## src/rtl/alu_op_sequencer.sv

```systemverilog
// Multicycle control FSM that time-shares one ALU across fetch, decode and execute
// for a MIPS-subset datapath. Optional overflow exception guarded by OVERFLOW_EXC_EN.
module alu_op_sequencer #(
    parameter int unsigned MEM_LATENCY = 2,
    parameter logic [31:0] EXC_VECTOR  = 32'h000000FE
) (
    input  logic       clk,
    input  logic       reset,
    input  logic [5:0] opcode,
    input  logic [5:0] funct,
    input  logic       alu_zero,
    input  logic       alu_overflow,
    output logic [1:0] ALU1Selector,
    output logic [1:0] ALU2Selector,
    output logic [2:0] ALUOp,
    output logic       PCWrite,
    output logic [1:0] PCSource,
    output logic       IRWrite,
    output logic       MemRead,
    output logic       MemWrite,
    output logic       IorD,
    output logic       RegWrite,
    output logic       RegDst,
    output logic       MemToReg,
    output logic       ALUOutWrite,
    output logic       EPCWrite,
    output logic [3:0] state_dbg
);

    typedef enum logic [3:0] {
        RESET    = 4'd0,
        FETCH    = 4'd1,
        DECODE   = 4'd2,
        EXEC_R   = 4'd3,
        WB_R     = 4'd4,
        EXEC_I   = 4'd5,
        WB_I     = 4'd6,
        MEM_ADDR = 4'd7,
        MEM_RD   = 4'd8,
        WB_MEM   = 4'd9,
        MEM_WR   = 4'd10,
        BRANCH   = 4'd11,
`ifdef OVERFLOW_EXC_EN
        JUMP     = 4'd12,
        EXC      = 4'd13
`else
        JUMP     = 4'd12
`endif
    } state_t;

    localparam logic [3:0] LAST_WAIT = 4'(MEM_LATENCY - 1);
    localparam logic [2:0] OP_ADD    = 3'b001;
    localparam logic [2:0] OP_SUB    = 3'b010;
    localparam logic [2:0] OP_AND    = 3'b011;

    state_t     state;
    state_t     nextState;
    logic [3:0] waitCnt;
    logic [2:0] rOp;
    logic [2:0] decodedOp;
    logic       rTypeOk;
    logic       memState;
    logic       memDone;

    assign memState  = (state == FETCH) || (state == MEM_RD) || (state == MEM_WR);
    assign memDone   = memState && (waitCnt == LAST_WAIT);
    assign state_dbg = state;

    // The R-type ALU op is latched at dispatch so EXEC_R stays a pure state decode.
    always_comb begin
        rTypeOk   = 1'b1;
        decodedOp = OP_ADD;
        case (funct)
            6'h20:   decodedOp = OP_ADD;
            6'h22:   decodedOp = OP_SUB;
            6'h24:   decodedOp = OP_AND;
            default: rTypeOk = 1'b0;
        endcase
    end

    always_ff @(posedge clk or negedge reset) begin
        if (!reset) begin
            state   <= RESET;
            waitCnt <= 4'd0;
            rOp     <= 3'b000;
        end else begin
            state <= nextState;
            if (memState && !memDone) begin
                waitCnt <= waitCnt + 4'd1;
            end else begin
                waitCnt <= 4'd0;
            end
            if (state == DECODE) begin
                rOp <= decodedOp;
            end
        end
    end

    always_comb begin
        nextState    = state;
        ALU1Selector = 2'b00;
        ALU2Selector = 2'b00;
        ALUOp        = 3'b000;
        PCWrite      = 1'b0;
        PCSource     = 2'b00;
        IRWrite      = 1'b0;
        MemRead      = 1'b0;
        MemWrite     = 1'b0;
        IorD         = 1'b0;
        RegWrite     = 1'b0;
        RegDst       = 1'b0;
        MemToReg     = 1'b0;
        ALUOutWrite  = 1'b0;
`ifdef OVERFLOW_EXC_EN
        EPCWrite     = 1'b0;
`endif
        case (state)
            RESET: begin
                nextState = FETCH;
            end
            // The PC+4 increment shares the last memory cycle of the fetch.
            FETCH: begin
                MemRead = 1'b1;
                if (memDone) begin
                    IRWrite      = 1'b1;
                    ALU2Selector = 2'b01;
                    ALUOp        = OP_ADD;
                    PCWrite      = 1'b1;
                    nextState    = DECODE;
                end
            end
            DECODE: begin
                ALU2Selector = 2'b11;
                ALUOp        = OP_ADD;
                ALUOutWrite  = 1'b1;
                case (opcode)
                    6'h00:        nextState = rTypeOk ? EXEC_R : FETCH;
                    6'h08:        nextState = EXEC_I;
                    6'h23, 6'h2B: nextState = MEM_ADDR;
                    6'h04:        nextState = BRANCH;
                    6'h02:        nextState = JUMP;
                    default:      nextState = FETCH;
                endcase
            end
            EXEC_R: begin
                ALU1Selector = 2'b01;
                ALUOp        = rOp;
                ALUOutWrite  = 1'b1;
`ifdef OVERFLOW_EXC_EN
                nextState    = (alu_overflow && (rOp != OP_AND)) ? EXC : WB_R;
`else
                nextState    = WB_R;
`endif
            end
            WB_R: begin
                RegDst    = 1'b1;
                RegWrite  = 1'b1;
                nextState = FETCH;
            end
            EXEC_I: begin
                ALU1Selector = 2'b01;
                ALU2Selector = 2'b10;
                ALUOp        = OP_ADD;
                ALUOutWrite  = 1'b1;
`ifdef OVERFLOW_EXC_EN
                nextState    = alu_overflow ? EXC : WB_I;
`else
                nextState    = WB_I;
`endif
            end
            WB_I: begin
                RegWrite  = 1'b1;
                nextState = FETCH;
            end
            MEM_ADDR: begin
                ALU1Selector = 2'b01;
                ALU2Selector = 2'b10;
                ALUOp        = OP_ADD;
                ALUOutWrite  = 1'b1;
                nextState    = (opcode == 6'h2B) ? MEM_WR : MEM_RD;
            end
            MEM_RD: begin
                IorD    = 1'b1;
                MemRead = 1'b1;
                if (memDone) begin
                    nextState = WB_MEM;
                end
            end
            WB_MEM: begin
                MemToReg  = 1'b1;
                RegWrite  = 1'b1;
                nextState = FETCH;
            end
            MEM_WR: begin
                IorD     = 1'b1;
                MemWrite = 1'b1;
                if (memDone) begin
                    nextState = FETCH;
                end
            end
            // The only input-to-output path: the branch commits on the live zero flag.
            BRANCH: begin
                ALU1Selector = 2'b01;
                ALUOp        = OP_SUB;
                PCSource     = 2'b01;
                PCWrite      = alu_zero;
                nextState    = FETCH;
            end
            JUMP: begin
                PCSource  = 2'b10;
                PCWrite   = 1'b1;
                nextState = FETCH;
            end
`ifdef OVERFLOW_EXC_EN
            EXC: begin
                ALU2Selector = 2'b01;
                ALUOp        = OP_SUB;
                EPCWrite     = 1'b1;
                PCSource     = 2'b11;
                PCWrite      = 1'b1;
                nextState    = FETCH;
            end
`endif
            default: begin
                nextState = RESET;
            end
        endcase
    end

`ifndef OVERFLOW_EXC_EN
    assign EPCWrite = 1'b0;
`endif

endmodule

```

## config.mk

```make
export PLATFORM = sky130hd
export DESIGN_NAME = alu_op_sequencer
export DESIGN_NICKNAME = d
export VERILOG_FILES = /design/src/rtl/alu_op_sequencer.sv
export SDC_FILE = /design/constraint.sdc
export NUM_CORES = 1
export LEC_CHECK = 0
export ABC_AREA = 1
export BUFFER_PORTS_ARGS = -buffer_cell sky130_fd_sc_hd__buf_2
export CORE_MARGIN = 2
export CORE_UTILIZATION = 35
export DETAILED_ROUTE_END_ITERATION = 6
export PLACE_DENSITY = 0.66
export SLEW_MARGIN = 20
export SYNTH_ARGS = -nofsm -noshare
export SYNTH_HDL_FRONTEND = slang
export SYNTH_SLANG_ARGS = --single-unit
```

## constraint.sdc

```tcl
create_clock -name clk -period 1.2 [get_ports clk]
set_input_delay 0.12 -clock clk [delete_from_list [all_inputs] [get_ports clk]]
set_output_delay 0.12 -clock clk [all_outputs]
set_load 0.05 [all_outputs]
```

==> results.ini, run 1 <==
[status]
status = complete, but fails checks
violations = setup timing

[grt]
grt_overflow = 0
grt_pass1_wl_um = 4609
track_usage = 0.2296
grt_max_degree = 11
grt_pass1_vias = 1070
gr-usage-met1 = 0.2687
grt.met2_usage = 0.4333
met3_usage = 0.04286
antenna_found_initial = 0
top_usage_layer = met2

[critical_path]
path_class = reg2out
reg2regPathDepth = 10
cpPeakStageDelay_ns = 0.46
end_kind = output port
worstPathCellList = inv_2 > nand2_4 > nor2_4 > nand2_4 > nor2_4 > a21oi_2 > nand3_4 > buf_8
timing.rr.end = state_dbg[0]
required_ns = 1.08
reg2reg_from = state_dbg[1]
crit_fanout = 4
setup.worst_path.start_class = register
reg2reg_slack_ns = -0.37
crit_slowest_cell = dfrtp_2
arrival_ns = 1.52

[place]
pre_cts_slack_ns = -0.2272
placedCellCount = 212
hpwlAfterDp_um = 2105
portBuffers = 34
dpl-instance-area_mm2 = 0.001359
gp_congestion = 0.8354

[floorplanning]
die_width_um = 52.47
initial_core_util = 0.3716
die_y_um = 52.47
pin_count = 39
row_count = 17
die-area_mm2 = 0.002753
core_area_mm2 = 0.002212

[power]
pwr_density_cell_mw_per_mm2 = 2924
p_comb_frac = 0.826
p_int_mw = 2.415
power.switching_mw = 2.753
swShare = 0.5327
power.total_mw = 5.169
pwr-share-seq = 0.124
ir_worst_vdd_mv = 2.597
p_leak_nw = 0.8685
clkPwrFrac = 0.049

[timing]
whs_ns = 0.1320
slew_viol_final = 0
slew-limit-headroom = 0.6540
setup_ws_ns = -0.4361
rsz0062_at_grt = true
setup_viol = 28
tightest_slew_ns = 0.5179
fin_crit_sh = 1.363
skew_ns = 0.001754
clock.fmax_mhz = 611.2
layout_min_cycle_time_ns = 1.636
final.setup.tns_ns = -7.582
hold_viol = 0

[final_layout]
syn2layout_area_growth_pct = 115.1
fin_util = 0.7992
num-fill-cells = 146
final_cells = 227
final_cell_area_mm2 = 0.001768
antenna_cells = 0
drive_gt1_frac = 0.6432
nets = 218

[cts]
cts.sinks = 10
htreeDepth = 1
cts_tree = yes
cts.path.max_buffers = 2
clk_latency_ns = 0.27
numCtsBuffers = 3
root_buffer = clkbuf_4
clk_pin_slew_ns = 0.07

[hold_path]
whs_path_depth = 3
min_from = funct[2]
min_path_type = in2reg
min_to = rOp[1]

[yosys]
synth_enable_flop_cells = 0
mappedNetlistArea_um2 = 822.0
synth_top_area_frac = 0.3044
synthTopCellsByCount = nor2_1, nand2_1, inv_1
synthTopCellsByArea = dfrtp_1, nor2_1, nand2_1, inv_1, nand3_1
avgSynthCellArea_um2 = 6.683
ys_types = 30
synthArstFlopShare = 1.000
yosys_warnings = 0
yosysTopAreaCell = dfrtp_1
synthFlopType = dfrtp_1
ys_seq_area_frac = 0.3044
yosysMostFrequentCell = nor2_1
ys_ff_latch = 10
syn_inst = 123

[routing]
vias_per_cell = 4.767
drtIter0Drc = 9
ant_nets = 0
wire_per_inst_um = 13.35
first_pass_iters = 4
routed_wl_um = 3030
drc_errors = 0
vias = 1082

[flow_run]
maxCapViolCount = 0

[power by group through the flow]
| stage | clock [mW] | sequential, mW | combinational, mW |
|---|---|---|---|
| detailed placement | 0 | 0.625 | 3.16 |
| global route | 0.270 | 0.658 | 4.49 |
| floorplan | 0 | 0.786 | 2.04 |
| global placement | 0 | 0.618 | 3.11 |
| finish | 0.254 | 0.643 | 4.27 |
| CTS | 0.262 | 0.608 | 3.66 |
[state kept, by name, summed over array words and instances (netlist names)]
name       cells
rOp            2
waitCnt        4
state_dbg      4
[per-layer routing]
| layer | vias to the layer above | part of all wire |
|---|---|---|
| met2 | 33 | 0.57 |
| met3 | 2 | 0.046 |
| met5 | - | 0 |
| met4 | 0 | 0.0033 |
| li1 | 544 | - |
| met1 | 503 | 0.38 |
[cells in the final DEF (no fill, tap or decap), types with 3 or more instances in the layout]
cell and instances:
a21oi_1 3, buf_2 16, buf_4 30, buf_6 16
buf_8 11, clkbuf_4 3, conb_1 3, dfrtp_1 6
dfrtp_2 4, inv_1 9, inv_2 3, nand2_1 16
nand2_2 3, nand2_4 7, nand3_1 7, nand4_1 3
nor2_1 13, nor2_2 6, nor2_4 11
[worst max-delay path: cells and delay by family, from the launching register on]
family	cells	cell delay (ns)
simple gates	5	0.47
flops	1	0.46
buf+inv	2	0.24
compound gates	1	0.06
[how the worst max path moves through the flow]
stage	from	end	slack (ns)	cells after the start
after detailed placement	state_dbg[1]	ALUOp[0]	-0.23	8
after global routing	state_dbg[1]	ALUOp[0]	-0.49	8
after floorplan	state_dbg[0]	PCWrite	-0.53	5
after CTS	state_dbg[3]	ALU2Selector[0]	-0.41	6
after global placement	state_dbg[3]	PCWrite	-0.21	6
final	state_dbg[1]	ALUOp[0]	-0.44	8
[layout make-up]
class,instances,area [um^2],area share
Tap cell,28,35.03,0.01982
Clock buffer,4,26.28,0.01486
Timing Repair Buffer,74,660.6,0.3737
Sequential cell,10,255.2,0.1444
Inverter,16,75.07,0.04246
Multi-Input combinational cell,95,715.7,0.4048
[what timing repair did]
item                       CTS  global route
hold buffers                 1             0
buffers inserted             5             8
hold endpoints to repair    10             0
pin swaps                    7             8
setup endpoints to repair   27            28
resized for setup           46            42
[cells by family after synthesis]
kind of cell / count (synthesis) / synth area share
AOI/OAI and AO/OA: 15 / 0.1126
xor gates and xnor gates: 2 / 0.02131
adders and majority gates: 2 / 0.03044
buffers and inverters: 20 / 0.1142
DFF: 10 / 0.3044
other: 1 / 0.004562
and+or+nand+nor: 73 / 0.4125
No activity file was read; power rests on OpenSTA's default activity.
==> inputs of run 2 (changes only) <==
--- a/config.mk
+++ b/config.mk
@@ -10,7 +10,7 @@
 export CORE_MARGIN = 2
 export CORE_UTILIZATION = 35
 export DETAILED_ROUTE_END_ITERATION = 6
-export PLACE_DENSITY = 0.66
+export PLACE_DENSITY = 0.63
 export SLEW_MARGIN = 20
 export SYNTH_ARGS = -nofsm -noshare
 export SYNTH_HDL_FRONTEND = slang
==> constraint.sdc (replaced) <==
create_clock -name clk -period 1.8 [get_ports clk]
set_input_delay 0.18 -clock clk [delete_from_list [all_inputs] [get_ports clk]]
set_output_delay 0.18 -clock clk [all_outputs]
set_load 0.05 [all_outputs]
==> run 2 against run 1 <==
The flow now finishes without violations. Clock power down 20%. Clock-buffer cell count unchanged. Sequential power down 35%. Clock skew up 0.00090 ns. Global-route usage down 6.1 points. Critical path depth down 2. Via count down 16%. Register-to-register slack better by 0.84 ns. Combinational power down 59%. Critical path type unchanged. Largest cell class unchanged.
==> results.ini, run 2 (synthesized netlist as in run 1, its figures left out) <==
[grt]
top_usage_layer = met2  ; unchanged
grt.met2_usage = 0.2688  ; was 0.4333
grt_overflow = 0  ; unchanged
grt_max_degree = 11  ; unchanged
antenna_found_initial = 0  ; unchanged
gr-usage-met1 = 0.2195  ; was 0.2687
grt_pass1_wl_um = 3353  ; was 4609 um
met3_usage = 0.05429  ; was 0.04286
track_usage = 0.1682  ; was 0.2296
grt_pass1_vias = 772  ; was 1,070

[critical_path]
path_delay_family = flip-flops  ; was simple AND/OR/NAND/NOR gates
path_class = reg2out  ; unchanged
setup.worst_path.start_class = register  ; unchanged
worstPathCellList = inv_2 > nor2_2 > inv_4 > nor2_4 > a211o_2 > buf_6  ; was inv_2 > nand2_4 > nor2_4 > nand2_4 > nor2_4 > a21oi_2 > nand3_4 > buf_8
arrival_ns = 1.56  ; was 1.52 ns
crit_fanout = 7  ; was 4
crit_buf_inv = 3  ; was 2
end_kind = output port  ; unchanged
cpPeakStageDelay_ns = 0.46  ; about the same
crit_slowest_cell = dfrtp_2  ; unchanged
required_ns = 1.62  ; was 1.08 ns

[hold_path]
min_path_type = in2reg  ; unchanged

[routing]
drc_errors = 0  ; unchanged
ant_nets = 0  ; unchanged
first_pass_iters = 4  ; unchanged
routed_wl_um = 2101  ; was 3030 um
wire_per_inst_um = 11.00  ; was 13.35 um
vias = 910  ; was 1,082
vias_per_cell = 4.764  ; was 4.767
drtIter0Drc = 17  ; was 9

[power]
clkPwrFrac = 0.084  ; was 0.049
p_comb_frac = 0.740  ; was 0.826
p_int_mw = 0.9333  ; was 2.415 mW
ir_worst_vdd_mv = 1.732  ; was 2.597 mV
pwr_density_cell_mw_per_mm2 = 1998  ; was 2924 mW/mm^2
power.switching_mw = 1.457  ; was 2.753 mW
p_leak_nw = 0.6447  ; was 0.8685 nW
pwr-share-seq = 0.175  ; was 0.124
swShare = 0.6095  ; was 0.5327

[cts]
root_buffer = clkbuf_4  ; unchanged
numCtsBuffers = 3  ; unchanged
cts.sinks = 10  ; unchanged
htreeDepth = 1  ; unchanged
cts.path.max_buffers = 2  ; unchanged
clk_latency_ns = 0.26  ; was 0.27 ns
clk_pin_slew_ns = 0.07  ; about the same
cts_tree = yes  ; unchanged

[floorplanning]
die-area_mm2 = 0.002753  ; unchanged
initial_core_util = 0.3716  ; unchanged
die_width_um = 52.47  ; unchanged
core_area_mm2 = 0.002212  ; unchanged
pin_count = 39  ; unchanged
die_y_um = 52.47  ; unchanged
row_count = 17  ; unchanged

[timing]
fin_crit_sh = 0.9694
setup_ws_ns = 0.05509  ; was -0.4361 ns
skew_ns = 0.002652  ; was 0.001754 ns
slew_viol_final = 0  ; unchanged
hold_viol = 0  ; unchanged
setup_viol = 0  ; was 28
layout_min_cycle_time_ns = 1.745
clock.fmax_mhz = 573.1

[final_layout]
drive_gt1_frac = 0.4540  ; was 0.6432
syn2layout_area_growth_pct = 45.51  ; was 115.1%
nets = 182  ; was 218
final_cell_mix = buf_2, nor2_1, nand2_1, inv_1, nand3_1  ; was buf_4, nand2_1, buf_2, buf_6, nor2_1
antenna_cells = 0  ; unchanged
final_common_cell = buf_2  ; was buf_4
final_cell_area_mm2 = 0.001196  ; was 0.001768 mm^2
num-fill-cells = 223  ; was 146
fin_util = 0.5407  ; was 0.7992
final_cells = 191  ; was 227

[place]
placedCellCount = 184  ; was 212
hpwlAfterDp_um = 1688  ; was 2105 um
pre_cts_slack_ns = 0.1565  ; was -0.2272 ns
gp_congestion = 0.8245  ; was 0.8354
portBuffers = 34  ; unchanged
dpl-instance-area_mm2 = 0.001079  ; was 0.001359 mm^2

[status]
status = complete, no violations  ; was complete, but fails checks

[flow_run]
maxCapViolCount = 0  ; unchanged

## run 2: cell types whose count changed in the layout (fill, tap and decap cells not counted), moves of 4 or more
cell / delta
buf_4: -25
buf_6: -14
buf_2: +12
buf_8: -11
nor2_1: +8
nor2_4: -6
nand2_4: -5
nand2_1: +4
## run 2: path summary, 6_finish.rpt
path / startpoint / endpoint / slack, ns / depth (start not counted)
setup / recovery: state_dbg[3] / PCWrite / 0.06 / 6
hold / removal: funct[2] / rOp[1] / 0.20 / 3
setup reg to reg: state_dbg[3] / state_dbg[3] / 0.47 / 7
hold reg to reg: waitCnt[0] / waitCnt[0] / 0.50 / 1
max in group asynchronous: reset / state_dbg[0] / 1.28 / 2
min in group asynchronous: reset / waitCnt[3] / 0.31 / 2
## run 2: routing by layer
layer | vias up | share of wire
met3 | 2 | 0.080
met1 | 409 | 0.46
li1 | 466 | -
met5 | - | 0
met2 | 33 | 0.45
met4 | 0 | 0.0052
## run 2: per-stage QoR
stage | power, mW | setup TNS [ns] | hold slack (ns)
3_5_place_dp | 2.013 | 0 | 0.05510
2_1_floorplan | 1.727 | -0.1318 | -0.1156
6_report | 2.390 | 0 | 0.1978
3_3_place_gp | 1.996 | 0 | 0.05425
4_1_cts | 2.278 | 0 | 0.1936
5_1_grt | 2.542 | -0.002045 | 0.2118
## run 2: power by group through the flow
stage	combinational [mW]	clock (mW)	sequential, mW
6_report	1.77	0.202	0.419
5_1_grt	1.90	0.218	0.427
4_1_cts	1.66	0.208	0.415
3_5_place_dp	1.60	0	0.411
3_3_place_gp	1.59	0	0.408
2_1_floorplan	1.22	0	0.507
## run 2: final cells by class
class / instances / area [um^2] / area share
clock buffer: 4 / 36.28 / 0.03033
inverter: 16 / 67.56 / 0.05649
multi-input combinational: 95 / 578.1 / 0.4833
sequential: 10 / 254.0 / 0.2123
tap: 28 / 35.03 / 0.02929
timing repair buffer: 38 / 225.2 / 0.1883
## run 2: what timing repair did
item | CTS | global route
gates resized for setup | 9 | 13
hold buffers | 1 | 0
endpoints found under the setup margin | 5 | 7
hold endpoints to repair | 10 | 0
setup buffers | 0 | 2
## run 2: worst register-to-register path, cell delays in order (launching register included)
cell,delay (ns)
dfrtp_2,0.44
inv_2,0.08
nor2_2,0.15
inv_4,0.09
o21ai_2,0.17
nand2_2,0.13
o21ai_1,0.10
nand2_1,0.06
